`src/rtl/fp_wb_arbiter.sv`:
```
// fp_wb_arbiter: shares one FP writeback port between div and sqrt; sqrt wins unless div has starved.
// Define FP_WB_ARB_SKID_EN for a registered output stage (1-cycle latency); default is combinational.
module fp_wb_arbiter #(
    parameter int ID_W         = 3,
    parameter int PAYLOAD_W    = 96,
    parameter int STARVE_LIMIT = 4
) (
    input  logic                 clk,
    input  logic                 rst,
    input  logic                 div_done,
    input  logic [ID_W-1:0]      div_id,
    input  logic [PAYLOAD_W-1:0] div_payload,
    output logic                 div_ack,
    input  logic                 sqrt_done,
    input  logic [ID_W-1:0]      sqrt_id,
    input  logic [PAYLOAD_W-1:0] sqrt_payload,
    output logic                 sqrt_ack,
    output logic                 wb_done,
    output logic [ID_W-1:0]      wb_id,
    output logic [PAYLOAD_W-1:0] wb_payload,
    output logic                 wb_src,
    input  logic                 wb_ack
);
    localparam logic [3:0] LIMIT = 4'(STARVE_LIMIT);

    logic [3:0] starve_cnt_q, starve_cnt_d;
    logic       any_done, pick_sqrt, grant;

    assign any_done  = div_done | sqrt_done;
    // div overrides sqrt once it has watched LIMIT sqrt grants go by
    assign pick_sqrt = sqrt_done && !(div_done && starve_cnt_q == LIMIT);
    assign div_ack   = grant && !pick_sqrt;
    assign sqrt_ack  = grant && pick_sqrt;

    always_comb begin
        starve_cnt_d = starve_cnt_q;
        if (!div_done || div_ack)
            starve_cnt_d = '0;
        else if (sqrt_ack && starve_cnt_q != LIMIT)
            starve_cnt_d = starve_cnt_q + 4'd1;
    end

    always_ff @(posedge clk or negedge rst) begin
        if (!rst)
            starve_cnt_q <= '0;
        else
            starve_cnt_q <= starve_cnt_d;
    end

`ifdef FP_WB_ARB_SKID_EN
    typedef enum logic {EMPTY, FULL} state_e;

    state_e               state_q, state_d;
    logic                 wb_src_q, wb_src_d;
    logic [ID_W-1:0]      wb_id_q, wb_id_d;
    logic [PAYLOAD_W-1:0] wb_payload_q, wb_payload_d;

    // gating on rst keeps both acks low while the block is held in reset
    always_comb begin
        grant        = rst && any_done && (state_q == EMPTY || wb_ack);
        state_d      = state_q;
        wb_src_d     = wb_src_q;
        wb_id_d      = wb_id_q;
        wb_payload_d = wb_payload_q;
        if (grant) begin
            state_d      = FULL;
            wb_src_d     = pick_sqrt;
            wb_id_d      = pick_sqrt ? sqrt_id : div_id;
            wb_payload_d = pick_sqrt ? sqrt_payload : div_payload;
        end else if (state_q == FULL && wb_ack) begin
            state_d = EMPTY;
        end
    end

    always_ff @(posedge clk or negedge rst) begin
        if (!rst) begin
            state_q      <= EMPTY;
            wb_src_q     <= 1'b0;
            wb_id_q      <= '0;
            wb_payload_q <= '0;
        end else begin
            state_q      <= state_d;
            wb_src_q     <= wb_src_d;
            wb_id_q      <= wb_id_d;
            wb_payload_q <= wb_payload_d;
        end
    end

    assign wb_done    = state_q == FULL;
    assign wb_src     = wb_src_q;
    assign wb_id      = wb_id_q;
    assign wb_payload = wb_payload_q;
`else
    assign grant      = wb_ack && any_done;
    assign wb_done    = any_done;
    assign wb_src     = pick_sqrt;
    assign wb_id      = pick_sqrt ? sqrt_id : div_id;
    assign wb_payload = pick_sqrt ? sqrt_payload : div_payload;
`endif
endmodule

```
`config.mk`:
```
export PLATFORM = sky130hd
export DESIGN_NAME = fp_wb_arbiter
export DESIGN_NICKNAME = d
export VERILOG_FILES = /design/src/rtl/fp_wb_arbiter.sv
export SDC_FILE = /design/constraint.sdc
export NUM_CORES = 1
export LEC_CHECK = 0
export CORE_AREA = 5 5 115 117
export CTS_CLUSTER_DIAMETER = 60
export CTS_CLUSTER_SIZE = 16
export DETAILED_ROUTE_END_ITERATION = 8
export DIE_AREA = 0 0 120 122
export HOLD_SLACK_MARGIN = 0.03
export PLACE_DENSITY = 0.69
export SKIP_CTS_REPAIR_TIMING = 1
export SYNTH_ARGS = -nofsm -noshare
export SYNTH_HDL_FRONTEND = slang
export SYNTH_SLANG_ARGS = --single-unit
```
`constraint.sdc`:
```
create_clock -name clk -period 5 [get_ports clk]
set_clock_uncertainty 0.1 [all_clocks]
set_input_delay 1.25 -clock clk [delete_from_list [all_inputs] [get_ports clk]]
set_output_delay 1.25 -clock clk [all_outputs]
set_load 0.03 [all_outputs]
```
==> qor.txt, run 1 <==
Unrepaired setup endpoints after global routing = no
Top cells by area, synth = mux2_2, mux2_4, dfrtp_1, buf_6, mux2_1
First-pass GRT wire length = 15.28 mm
#FFs+latches synth = 4
Fin crit share = 0.9403
CP Data Arrival Time = 3350 ps
Avg Cell Area, Syn = 11.21 um^2
Via count = 2349
Die W = 120 um
# clock sinks = 4
PortBufs = 305
Gate power share = 0.774
Final net count = 648
CTS root buffer = clkbuf_16
Met1 WL = 3.781 mm
Clk pwr share = 0.177
Row Count = 41
Yosys warns = 0
Area leader, netlist = mux2_2
Internal Power = 0.4403 mW
Detailed Routing Iterations Pass 1 = 4
Sw Pwr = 0.2527 mW
P&R area growth vs syn = 198.9%
Startpoint types = input port
Routed WL per cell = 18.33 um
Clk Latency, worst-skew pair = 220 ps
Tmin final = 4702 ps
Worst path required time = 3650 ps
Setup TNS Final = 0 ps
Initial drt markers = 96
Post-Layout Cell Count = 591
Post-DP Area = 4716 um^2
Crit end category = output pin
Post-DP HPWL = 9.643 mm
Clock-pin slew on the worst setup and hold paths = 30 ps
Fin. Hold Viols = 0
Highest clock rate = 212.7 MHz
Pins Over Slew Limit = 0
Post-Place Cells = 588
TritonCTS clock tree = done
Final ANT Viol Nets = 0
Synth top area share = 0.4637
Final instance area = 4791 um^2
Max clock buf depth = 2
Sw frac = 0.3646
Synth Net Count = 348
Routed WL = 10.83 mm
Largest net degree at the start of global routing = 55
Worst path cell trace = clkdlybuf4s50_1 -> nand4b_2 -> nand2_4 -> buf_12 -> mux2_2 -> clkdlybuf4s50_1
Fin util = 0.3908
Maximum vdd drop = 0.08810 mV
CP Max Fanout = 52
Gr ovfl total = 0
Vias in the first global route = 2613
Die Span Y = 122 um
Flop pwr share = 0.049
P per Cell Area = 144.7 nW/um^2
Max transition margin = 0.7637
Max Used Layer = met4
# diodes = 0
Buf/Inv on CP = 3
Fin Hold WS = 400.0 ps
H-Tree Depth = 1
DRC viols = 0
Worst-margin pin slew = 353.3 ps
Max Cap Viol = 0
Antenna violations before repair = 0
Met3 WL = 1.344 mm
Register-to-register setup slack = 3390 ps
Gr usage total = 0.1320
Dpl ws = 294.0 ps
Total CTS buffers = 3
Met2 Routed Length = 5.679 mm
Initial Utilization = 0.1307
Top Registers = starve_cnt_q: 4 flops
Floorplan core area = 12260 um^2
Max reg flops = 4
Placer Congestion = 0.7191
Setup Viol. Count Final = 0
Worst path most repeated cell = clkdlybuf4s50_1
Power Total = 0.6930 mW
Synthesized cell area = 1603 um^2
Kind of critical path = in -> out
Via-per-instance ratio = 3.975
CP max stage delay = 610 ps
Die area = 14640 um^2
Synthesized netlist cell count = 143
Layout cell share with drive strength beyond 1 = 0.3152
Sequential fraction of the synthesis area = 0.06245
Synth unique cells = 24
P_leak = 1.937 nW
CP max-delay cell = clkdlybuf4s50_1
Final worst slack = 298.3 ps
Top delay family on crit path = buffers and inverters
Worst min path class = reg -> reg
Largest reg by FF count = starve_cnt_q
Outcome = complete, no violations
# IOs = 306
## Yosys cell counts, drive strengths merged
| master | instances |
|---|---|
| a21boi | 1 |
| a21oi | 1 |
| a32oi | 1 |
| and3 | 2 |
| and3b | 1 |
| buf | 12 |
| clkbuf | 1 |
| dfrtp | 4 |
| ha | 2 |
| inv | 4 |
| mux2 | 99 |
| nand2 | 5 |
| nand3 | 3 |
| nand4b | 1 |
| nor2 | 1 |
| o21ai | 1 |
| o22ai | 2 |
| o41ai | 1 |
| or2 | 1 |
## per-layer routing
| metal | up-vias | global-route usage |
|---|---|---|
| met5 | - | 0 |
| met4 | 0 | 0.01074 |
| met3 | 2 | 0.05664 |
| met2 | 180 | 0.2557 |
| met1 | 1035 | 0.1369 |
| li1 | 1132 | - |
## power groups by stage
| stage | clock [mW] | sequential, mW | combinational, mW |
|---|---|---|---|
| 3_3_place_gp | 0 | 0.0342 | 0.538 |
| 6_report | 0.123 | 0.0340 | 0.536 |
| 2_1_floorplan | 0 | 0.0342 | 0.247 |
| 4_1_cts | 0.127 | 0.0340 | 0.544 |
| 3_5_place_dp | 0 | 0.0343 | 0.541 |
| 5_1_grt | 0.130 | 0.0341 | 0.560 |
## final cells by class
cell class | instances | area [um^2]
clock buffers | 3 | 75.07
well taps | 150 | 187.7
fillers | 1209 | 7470
flip-flops and latches | 4 | 100.1
multi-input cells | 122 | 1395
inverters | 4 | 15.01
repair buffers | 308 | 3018
## cell families (layout without fill, tap and decap cells)
group | count (synthesis) | in the layout | share of synthesized area
buf+inv | 17 | 315 | 0.07025
flops | 4 | 4 | 0.06245
simple gates | 14 | 14 | 0.05152
fa+ha+maj | 2 | 2 | 0.01561
mux | 99 | 99 | 0.7658
compound gates | 7 | 7 | 0.03435
## final timing paths
path,startpoint,depth (start not counted),end
max in group asynchronous,rst,1,starve_cnt_q[1]
worst max-delay path,div_done,6,wb_payload[4]
worst min-delay path,starve_cnt_q[3],1,starve_cnt_q[3]
worst min register to register,starve_cnt_q[3],1,starve_cnt_q[3]
min in group asynchronous,rst,1,starve_cnt_q[3]
worst max register to register,starve_cnt_q[0],6,starve_cnt_q[3]
## cell usage in the layout, fill, tap and decap left out, types with 2 or more instances in the layout
| cell type | count |
|---|---|
| clkdlybuf4s50_1 | 272 |
| buf_12 | 2 |
| nand2_1 | 4 |
| buf_4 | 34 |
| clkbuf_16 | 3 |
| o22ai_1 | 2 |
| mux2_4 | 30 |
| nand3_1 | 3 |
| ha_1 | 2 |
| mux2_1 | 3 |
| inv_1 | 4 |
| and3_1 | 2 |
| dfrtp_1 | 4 |
| mux2_2 | 66 |
No activity file was read; power rests on OpenSTA's default activity.
==> run 2: changes to the inputs <==
- ABC_AREA: default -> 1
- CORE_AREA: 5 5 115 117 -> 5 5 116 118
- DIE_AREA: 0 0 120 122 -> 0 0 121 123
- PLACE_DENSITY: 0.69 -> 0.67
==> run 2 against run 1 <==
Effect of this change:
- worst setup slack better by 410 ps
- count of clock-buffer cells in the layout stayed put
- sequential power is 19% higher
- utilization is 2.3 points lower
- die area is 1.7% higher
- largest cell class unchanged
- wire length is 7.1% lower
- global-route usage is 1.5 points lower
- sequential cell count stayed put
- critical path type unchanged
- largest power group unchanged
- non-clock buffer count stayed put
==> qor.txt, run 2 <==
Final ANT Viol Nets = 0
P per Cell Area = 149.7 nW/um^2
Outcome = complete, no violations
Max reg flops = 4
Top Registers = starve_cnt_q: 4 flops
Area leader, netlist = nand2_1
# IOs = 306
CP Data Arrival Time = 2940 ps
Unrepaired setup endpoints after global routing = no
Synth unique cells = 14
Largest reg by FF count = starve_cnt_q
Final net count = 857
Synthesized cell area = 1559 um^2
Maximum vdd drop = 0.2046 mV
Fin. Hold Viols = 0
Die W = 121 um
Synth cell count leaders = nand2_1, buf_2, buf_6, inv_1, nor2_1
Fin util = 0.3678
Post-DP HPWL = 8.496 mm
First-pass GRT wire length = 14.19 mm
Highest clock rate = 232.9 MHz
Placer Congestion = 0.7783
Commonest non-fill, non-tap cells in the layout = nand2_1, clkdlybuf4s50_1, buf_4
Post-synth ARST share = 1.000
Total CTS buffers = 3
Worst-margin pin slew = 439.9 ps
TritonCTS clock tree = done
Routed WL = 10.06 mm
Pins Over Slew Limit = 0
Initial Utilization = 0.1261
Via count = 2994
DRC viols = 0
Final worst slack = 706.8 ps
Dpl ws = 707.5 ps
Avg Cell Area, Syn = 4.331 um^2
Die area = 14880 um^2
CTS root buffer = clkbuf_16
Top cells by area, synth = nand2_1, buf_6, dfrtp_1, buf_2, inv_1
Clk Latency, worst-skew pair = 230 ps
Post-synth EDFFs = 0
#FFs+latches synth = 4
# clock sinks = 4
Die Span Y = 123 um
P&R area growth vs syn = 191.7%
Synth top area share = 0.7440
Largest net degree at the start of global routing = 101
Max Cap Viol = 0
Gr ovfl total = 0
Power Total = 0.6805 mW
Synthesized netlist cell count = 360
Gr usage total = 0.1168
Floorplan core area = 12360 um^2
Worst path required time = 3650 ps
Via-per-instance ratio = 3.642
Sequential fraction of the synthesis area = 0.06421
Initial drt markers = 113
P_leak = 2.388 nW
PortBufs = 305
Max clock buf depth = 2
# diodes = 0
Detailed Routing Iterations Pass 1 = 4
Post-synth top flop = dfrtp_1
Crit end category = output pin
Startpoint types = input port
Worst min path class = reg -> reg
Routed WL per cell = 12.24 um
Antenna violations before repair = 0
Register-to-register setup slack = 3310 ps
H-Tree Depth = 1
Yosys warns = 0
Row Count = 41
Max transition margin = 0.7067
Fin crit share = 0.8586
Setup TNS Final = 0 ps
Most common cell in the synthesized netlist = nand2_1
CP Max Fanout = 100
Most common cell after layout, fill and taps aside = nand2_1
Clock-pin slew on the worst setup and hold paths = 30 ps
Synth Net Count = 565
Layout cell share with drive strength beyond 1 = 0.1692
Kind of critical path = in -> out
Vias in the first global route = 2843
Tmin final = 4293 ps
Setup Viol. Count Final = 0
[run 2: cell type report]
type                       count  area (um^2)
fill                        1361         7816
sequential                     4        100.1
clock buffer                   3        75.07
tap                          172        215.2
inverter                      10        37.54
timing repair buffer         308         2860
multi-input combinational    325         1259
[run 2: kinds of logic (layout without fill, tap and decap cells)]
logic type / count (synthesis) / after routing / share of synthesized area
buffers and inverters: 31 / 321 / 0.1316
XOR/XNOR: 1 / 1 / 0.005619
adder cells (fa/ha/maj): 2 / 2 / 0.01605
AO/OA/AOI/OAI: 3 / 3 / 0.009628
AND/OR/NAND/NOR: 319 / 319 / 0.7729
flip-flops: 4 / 4 / 0.06421
[run 2: layer usage]
layer  global-route usage  vias to the layer above  wire length, um
li1                     -                     1639                -
met1               0.1322                     1179             3643
met2               0.2167                      169             5069
met3              0.04071                        7             1283
met4              0.01558                        0               61
met5                    0                        -                0
[run 2: path summary, 6_finish.rpt]
kind | start | endpoint | cells past startpoint
min in group asynchronous | rst | starve_cnt_q[3] | 1
max in group asynchronous | rst | starve_cnt_q[1] | 1
setup / recovery | div_done | wb_payload[37] | 10
hold reg to reg | starve_cnt_q[1] | starve_cnt_q[1] | 2
hold / removal | starve_cnt_q[1] | starve_cnt_q[1] | 2
setup reg to reg | starve_cnt_q[0] | starve_cnt_q[2] | 10
[run 2: report_power, final]
group / leakage (nW) / total (mW) / internal (mW) / switching, mW
combinational: 2.30 / 0.515 / 0.257 / 0.259
sequential: 0.0543 / 0.0403 / 0.0373 / 0.00292
clock: 0.0370 / 0.125 / 0.102 / 0.0226
[run 2: critical path, cell delays in order]
cell             delay (ps)
clkdlybuf4s50_1         470
inv_2                    90
nor2_1                   40
nand2_1                  90
nand2_4                 110
inv_2                    90
buf_12                  330
nand2_1                 150
nand2_1                  90
buf_4                   150
[run 2: stage by stage]
| stage | area, um^2 | cells | hold WS, ps |
|---|---|---|---|
| after floorplan | 1559 | 360 | 396.9 |
| after global placement | 4472 | 819 | 448.7 |
| after detailed placement | 4472 | 819 | 446.5 |
| after CTS | 4547 | 822 | 452.1 |
| after global routing | 4547 | 822 | 477.1 |
| final | 4547 | 822 | 438.5 |
==> run 3: changes to the inputs <==
- CTS_CLUSTER_DIAMETER: 60 -> default
- SKIP_LAST_GASP: default -> 1
==> results of run 3 <==
The final DEF is identical to that of run 2; final timing and power are the same.
